<file path="src/rtl/pc_sequencer.sv">
// Program-counter sequencer: IDLE/RUN/HALT controller with a small return-address
// stack that drives program_counter inc/branch controls in the same cycle.
module pc_sequencer #(
    parameter int ADDR_W = 11,
    parameter int DEPTH  = 4
) (
    input  logic                      clk,
    input  logic                      rst,
    input  logic                      start,
    input  logic [ADDR_W-1:0]         start_addr,
    input  logic                      halt_req,
    input  logic                      stall,
    input  logic                      br_req,
    input  logic                      br_taken,
    input  logic [ADDR_W-1:0]         br_target,
    input  logic                      call_req,
    input  logic                      ret_req,
    input  logic [ADDR_W-1:0]         current_addr,
    output logic                      inc,
    output logic                      branch_en,
    output logic [ADDR_W-1:0]         branch_addr,
    output logic                      running,
    output logic [$clog2(DEPTH):0]    stack_depth,
    output logic                      err
);

    localparam int PTR_W = $clog2(DEPTH);
    localparam int DEP_W = PTR_W + 1;

    localparam logic [1:0] ST_IDLE = 2'd0;
    localparam logic [1:0] ST_RUN  = 2'd1;
    localparam logic [1:0] ST_HALT = 2'd2;

    localparam logic [DEP_W-1:0] DEPTH_FULL = DEP_W'(DEPTH);
    localparam logic [DEP_W-1:0] DEPTH_ONE  = DEP_W'(1);

    logic [1:0]        state_q, state_d;
    logic [DEP_W-1:0]  depth_q, depth_d;
    logic              err_q, err_d;
    logic [ADDR_W-1:0] stack_q [DEPTH];
    logic [ADDR_W-1:0] stack_d [DEPTH];

    logic [DEP_W-1:0]  depth_m1_s;
    logic [ADDR_W-1:0] top_s;

    // Top-of-stack read; depth 0 selects a don't-care entry that is never used.
    always_comb begin
        depth_m1_s = depth_q - DEPTH_ONE;
        top_s      = stack_q[depth_m1_s[PTR_W-1:0]];
    end

    // Next-state, stack update and same-cycle program_counter controls.
    always_comb begin
        state_d     = state_q;
        depth_d     = depth_q;
        err_d       = err_q;
        stack_d     = stack_q;
        inc         = 1'b0;
        branch_en   = 1'b0;
        branch_addr = {ADDR_W{1'b0}};
        if (rst) begin
            state_d = ST_IDLE;
            depth_d = {DEP_W{1'b0}};
            err_d   = 1'b0;
        end else begin
            case (state_q)
                ST_IDLE, ST_HALT: begin
                    if (start) begin
                        branch_en   = 1'b1;
                        branch_addr = start_addr;
                        depth_d     = {DEP_W{1'b0}};
                        state_d     = ST_RUN;
                    end else begin
                        state_d = state_q;
                    end
                end
                ST_RUN: begin
                    if (halt_req) begin
                        state_d = ST_HALT;
                    end else if (stall) begin
                        state_d = ST_RUN;
                    end else if (ret_req) begin
                        if (depth_q != {DEP_W{1'b0}}) begin
                            branch_en   = 1'b1;
                            branch_addr = top_s;
                            depth_d     = depth_m1_s;
                        end else begin
                            err_d   = 1'b1;
                            state_d = ST_HALT;
                        end
                    end else if (call_req) begin
                        if (depth_q != DEPTH_FULL) begin
                            branch_en   = 1'b1;
                            branch_addr = br_target;
                            stack_d[depth_q[PTR_W-1:0]] = current_addr + ADDR_W'(1);
                            depth_d     = depth_q + DEPTH_ONE;
                        end else begin
                            err_d   = 1'b1;
                            state_d = ST_HALT;
                        end
                    end else if (br_req && br_taken) begin
                        branch_en   = 1'b1;
                        branch_addr = br_target;
                    end else begin
                        inc = 1'b1;
                    end
                end
                default: begin
                    state_d = ST_IDLE;
                end
            endcase
        end
    end

    // State, stack depth, sticky error and stack storage registers.
    always_ff @(posedge clk) begin
        if (rst) begin
            state_q <= ST_IDLE;
            depth_q <= {DEP_W{1'b0}};
            err_q   <= 1'b0;
            for (int i = 0; i < DEPTH; i++) begin
                stack_q[i] <= {ADDR_W{1'b0}};
            end
        end else begin
            state_q <= state_d;
            depth_q <= depth_d;
            err_q   <= err_d;
            stack_q <= stack_d;
        end
    end

    assign running     = (state_q == ST_RUN);
    assign stack_depth = depth_q;
    assign err         = err_q;

endmodule

</file>
<file path="config.mk">
export PLATFORM = sky130hd
export DESIGN_NAME = pc_sequencer
export DESIGN_NICKNAME = d
export VERILOG_FILES = /design/src/rtl/pc_sequencer.sv
export SDC_FILE = /design/constraint.sdc
export NUM_CORES = 1
export LEC_CHECK = 0
export BUFFER_PORTS_ARGS = -buffer_cell sky130_fd_sc_hd__buf_2
export CORE_MARGIN = 2
export CORE_UTILIZATION = 35
export DETAILED_ROUTE_END_ITERATION = 7
export PLACE_DENSITY_LB_ADDON = 0.15
export SYNTH_ARGS = -nofsm -noshare
export SYNTH_HDL_FRONTEND = slang
export SYNTH_SLANG_ARGS = --single-unit
</file>
<file path="constraint.sdc">
create_clock -name clk -period 3.1 [get_ports clk]
set_input_delay 0.31 -clock clk [delete_from_list [all_inputs] [get_ports clk]]
set_output_delay 0.31 -clock clk [all_outputs]
set_load 0.02 [all_outputs]
</file>
* After elaboration in Yosys (flattened, before gate mapping) *
Index checks and enable logic that the tools add are counted.

cells by class
  add/subtract/negate cells = 3
  magnitude comparators = 3
  equality and inequality tests = 14
  mux-type cells = 53
  bitwise gates (word level) = 5
  reduce and logical (&&, ||, !) cells = 11

operators with widths
  operator                                                    count
  2-to-1 mux 11 bit                                           12
  bitwise mux 44 bit                                          1
  binary-select mux 11 bit (select 2 bit)                     1
  demux 11 bit (select 2 bit)                                 1
  one-hot mux 11 bit (2 select lines)                         1
  2-to-1 mux 3 bit                                            7
  2-to-1 mux 1 bit                                            20
  inequality test 5 bit, second input constant                3
  2-to-1 mux 2 bit                                            7
  AND reduction 6 bit                                         2
  adder 11 x 1 -> 11 bit, second input constant               1
  inequality test 2 bit, second input constant                5
  AND reduction 7 bit                                         1
  greater-or-equal comparator 3 bit, second input constant    2
  inequality test 3 x 2 -> 1 bit, second input constant       2
  inequality test 3 bit, second input constant                2
  NOT 2 -> 3 bit                                              2
  one-hot mux 3 bit (2 select lines)                          1
  one-hot mux 2 bit (2 select lines)                          1
  AND reduction 4 bit                                         1
  nonzero test 2 bit                                          2
  adder 3 x 1 -> 3 bit, second input constant                 1
  less-than comparator 3 x 1 -> 1 bit, second input constant  1
  NOT 1 bit                                                   3
  8 further kinds                                             9

word-level totals
  register bits = 50
  input bits = 42

* Depth between registers and ports, before layout *
  depth in word-level cells = 11
  depth in mapped cells = 8
  mapped depth without buffers = 6

* Worst setup path before layout *
Ideal clock, no wire load.

  path type = register to output
  from = register depth_q[0] (netlist: stack_depth[0])
  to = output branch_addr[2]
  data arrival time = 2448 ps
  data required time = 2790 ps
  slack = 342 ps
  stages on the path, launching flop included = 8
  buffers on the path = 2
  path through = dfxtp_1 -> buf_2 -> inv_1 -> ha_1 -> buf_2 -> mux4_2 -> mux2i_1 -> o21ai_0

on the way
  longest elaborated chain between the ends = 11

ends and longest elaborated chain
  element                                                RTL line  text
  start: declaration                                     38        logic [DEP_W-1:0] depth_q, depth_d;
  start signal: assignment                               119       depth_q <= {DEP_W{1'b0}};
  start signal: assignment                               126       depth_q <= depth_d;
  subtractor 3 x 1 -> 3 bit                              48        depth_m1_s = depth_q - DEPTH_ONE;
  NOT 2 -> 3 bit (not written as such)                   49        top_s = stack_q[depth_m1_s[PTR_W-1:0]];
  binary-select mux 11 bit (select 2 bit)                49
  2-to-1 mux 11 bit (not written as such) (2 in series)  49
  2-to-1 mux 11 bit                                      83        if (depth_q != {DEP_W{1'b0}}) begin
  2-to-1 mux 11 bit (*)                                  82        end else if (ret_req) begin
  2-to-1 mux 11 bit (*)                                  80        end else if (stall) begin
  2-to-1 mux 11 bit (*)                                  78        if (halt_req) begin
  one-hot mux 11 bit (2 select lines) (*)                66        case (state_q)
  2-to-1 mux 11 bit (*)                                  61        if (rst) begin
  end: declaration                                       21        output logic [ADDR_W-1:0] branch_addr,

Mark *: on every way between the ends. The rest lies on a longest branch, timed or not. The select of a mux whose other input is x is not followed.

* Worst setup path in the final report *
  from = register depth_q[1] (netlist: stack_depth[1])
  to = output branch_addr[10]

The elaborated chain is that of the path after synthesis.

==> results.py <==
metrics = {
    "status": {
        "status": "finished, final reports clean",
    },
    "yosys": {
        "synth-seq-cells": 50,
        "synth_edf_count": 0,
        "yosysSeqAreaShare": 0.374,
        "syn_nets": 326,
        "yosysUniqueCellTypes": 38,
        "yosysTopAreaCell": "dfxtp_1",
        "syn-cell-area_sq_mm": 0.00268,
        "synth_common_cells": "dfxtp_1 (50), nor2_1 (49), a211oi_1 (32)",
        "yosys-top-cells-area": "dfxtp_1 (37%), mux4_2 (9.3%), a211oi_1 (9.0%)",
        "ys_async_sr_fraction": 0,
        "yosysMostFrequentCell": "dfxtp_1",
        "ys.flop_type": "dfxtp_1",
        "synth.avg_cell_area_sq_um": 9.63,
        "yosysWarnings": 0,
        "netlist_instances": 278,
        "synth_top_cell_area_share": 0.374,
    },
    "floorplan": {
        "rows": 31,
        "die_area_sq_mm": 0.00837,
        "initial_core_util": 0.365,
        "core-area_sq_mm": 0.00733,
        "die_w_um": 91.5,
        "pin_count": 60,
        "dieHeight_um": 91.5,
    },
    "run": {
        "cap_violations": 0,
    },
    "routing": {
        "drt-vias-per-instance": 5.13,
        "totalWireLength_um": 6780,
        "final_antenna_net_count": 0,
        "drcViolationCount": 0,
        "routedWlPerCell_um": 15.7,
        "drtPass1Iterations": 4,
        "vias": 2217,
        "drt_iter0_markers": 85,
    },
    "power_and_ir_drop": {
        "cellLeakagePower_nw": 1.19,
        "internal_power_w": 0.00105,
        "p_comb_frac": 0.138,
        "pwr-share-seq": 0.470,
        "power_density_mw_per_mm2": 436,
        "vdd_drop_max_uv": 201,
        "swShare": 0.250,
        "p_switching_w": 0.000349,
        "pwr-share-clk": 0.392,
        "totalPowerFinal_w": 0.00139,
    },
    "sta": {
        "fin_setup_tns_ns": 0,
        "max_freq_ghz": 0.360,
        "slew_viol_final": 0,
        "grt_setup_unrepaired": "false",
        "hold_viol": 0,
        "fin_crit_sh": 0.896,
        "max_slew_margin": 0.474,
        "finalCriticalPeriod_ns": 2.78,
        "setup_violations": 0,
        "worstMarginPinSlew_ns": 0.786,
        "skew_ns": 0.0104,
    },
    "clock_tree": {
        "hold_buffers": 0,
        "cts_post_setup_buffers_inserted": 0,
        "cts_buffers": 5,
        "cts-resized-gates": 0,
        "clk_pin_slew_ns": 0.10,
        "clk_latency_ns": 0.30,
        "numClockSinks": 50,
        "cts_tree": "yes",
        "htree_levels": 2,
        "clock_path_buffers": 2,
        "clock-root-buffer": "clkbuf_8",
    },
    "placement": {
        "port_buffers": 59,
        "dp.cells": 424,
        "place.gp.congestion": 0.813,
        "hpwlAfterDp_um": 4920,
    },
    "cells_and_area": {
        "stdcell_count": 432,
        "fillers": 715,
        "final_nets": 380,
        "multi_input_area_sq_mm": 0.00157,
        "area_delta_synth_final_pct": 19.4,
        "drive_above_1_share": 0.294,
        "diodes": 0,
        "seqCellArea_sq_mm": 0.00100,
    },
    "global_route": {
        "grt_busiest_layer": "met2",
        "use_met3": 0.0307,
        "grt_use_met2": 0.251,
        "grt_use_met1": 0.239,
        "grt_pass1_vias": 2023,
        "grt_overflow_total": 0,
        "grt_pass1_wl_um": 11000,
        "grt_usage": 0.164,
        "antenna_found_initial": 0,
        "grt_max_degree": 41,
    },
    "setup_path": {
        "slowest_stage": "mux4_2",
        "worst_setup_path_end_kind": "output port",
        "path_buf_inv": 3,
        "critical_path_arrival_ns": 2.47,
        "path_max_fanout": 7,
        "critical_path.max_stage_delay_ns": 0.52,
        "crit_type": "register to output port",
        "cp_top_family": "multiplexers",
        "required_ns": 2.79,
        "startpoint_type": "register",
        "worstPathCellList": "inv_1, ha_1, buf_4, mux4_2, mux2i_1, o21ai_0, buf_2",
    },
    "worst_hold_path": {
        "hold_class": "input pin to register",
    },
}
## metal layers
layer  up-vias  wire [um]  share of wire
li1       1135          -              -
met1      1034       3510           0.52
met2        46       3000           0.44
met3         2        234          0.035
met4         0         36         0.0053
met5         -          0              0
## cell usage in the layout, fill, tap and decap left out, types with 2 or more instances in the layout
cell type,instances
ha_1,6
nand3_1,4
mux4_2,11
nor2_1,49
mux2i_1,16
nand2b_1,5
clkbuf_8,5
a211oi_2,10
buf_4,7
and4_1,4
and3_1,2
buf_2,59
a211oi_1,32
a21boi_0,2
inv_1,5
nand4_1,5
dfxtp_1,50
a21oi_1,5
nand2_1,13
bufinv_16,2
o21ai_0,13
a211o_1,3
xor2_1,9
## layout make-up
type	count	share of cell area
clock inverters	3	0.0215
flip-flops and latches	50	0.313
inverters	5	0.00587
well taps	99	0.0387
repair buffers	66	0.109
clock buffers	5	0.0215
multi-input cells	204	0.490
## per-stage QoR
stage / area, sq um / hold slack, ns / util / worst slack (ns)
floorplan: 2680 / 0.455 / - / 0.342
detailed placement: 3060 / 0.484 / 0.417 / 0.634
finish: 3200 / 0.342 / 0.436 / 0.322
global route: 3200 / 0.356 / 0.436 / 0.186
CTS: 3200 / 0.337 / 0.436 / 0.291
global placement: 3060 / 0.475 / 0.417 / 0.721
## power groups by stage
stage	logic [W]	clock network (W)	registers, W
after floorplan	0.000117	0	0.000673
after global placement	0.000191	0	0.000670
after detailed placement	0.000192	0	0.000670
after CTS	0.000193	0.000565	0.000655
after global routing	0.000210	0.000588	0.000657
final	0.000192	0.000547	0.000655
## worst paths after layout
path | startpoint | endpoint | slack [ns] | depth (start not counted)
worst max-delay path | stack_depth[1]$_SDFFE_PP0P_ | branch_addr[10] | 0.32 | 7
worst min-delay path | current_addr[0] | stack_q[33]$_SDFFE_PP0P_ | 0.34 | 2
worst max register to register | stack_depth[1]$_SDFFE_PP0P_ | stack_q[23]$_SDFFE_PP0P_ | 0.99 | 7
worst min register to register | err$_SDFFE_PP0P_ | err$_SDFFE_PP0P_ | 0.50 | 2
## flip-flops by register name (all words and copies together) (netlist names)
name	cells
err	1
stack_depth	3
state_q	2
stack_q	44
## cells by family (layout without fill, tap and decap cells)
| group | Yosys count | count (layout) | share of synthesized area |
|---|---|---|---|
| buffers and inverters | 24 | 79 | 0.0407 |
| multiplexers | 27 | 27 | 0.152 |
| AO/OA/AOI/OAI | 71 | 71 | 0.204 |
| AND/OR/NAND/NOR | 90 | 90 | 0.168 |
| adder cells (fa/ha/maj) | 6 | 6 | 0.0280 |
| XOR/XNOR | 10 | 10 | 0.0327 |
| flip-flops | 50 | 50 | 0.374 |
Note: power is estimated with default switching activity, not from simulation.
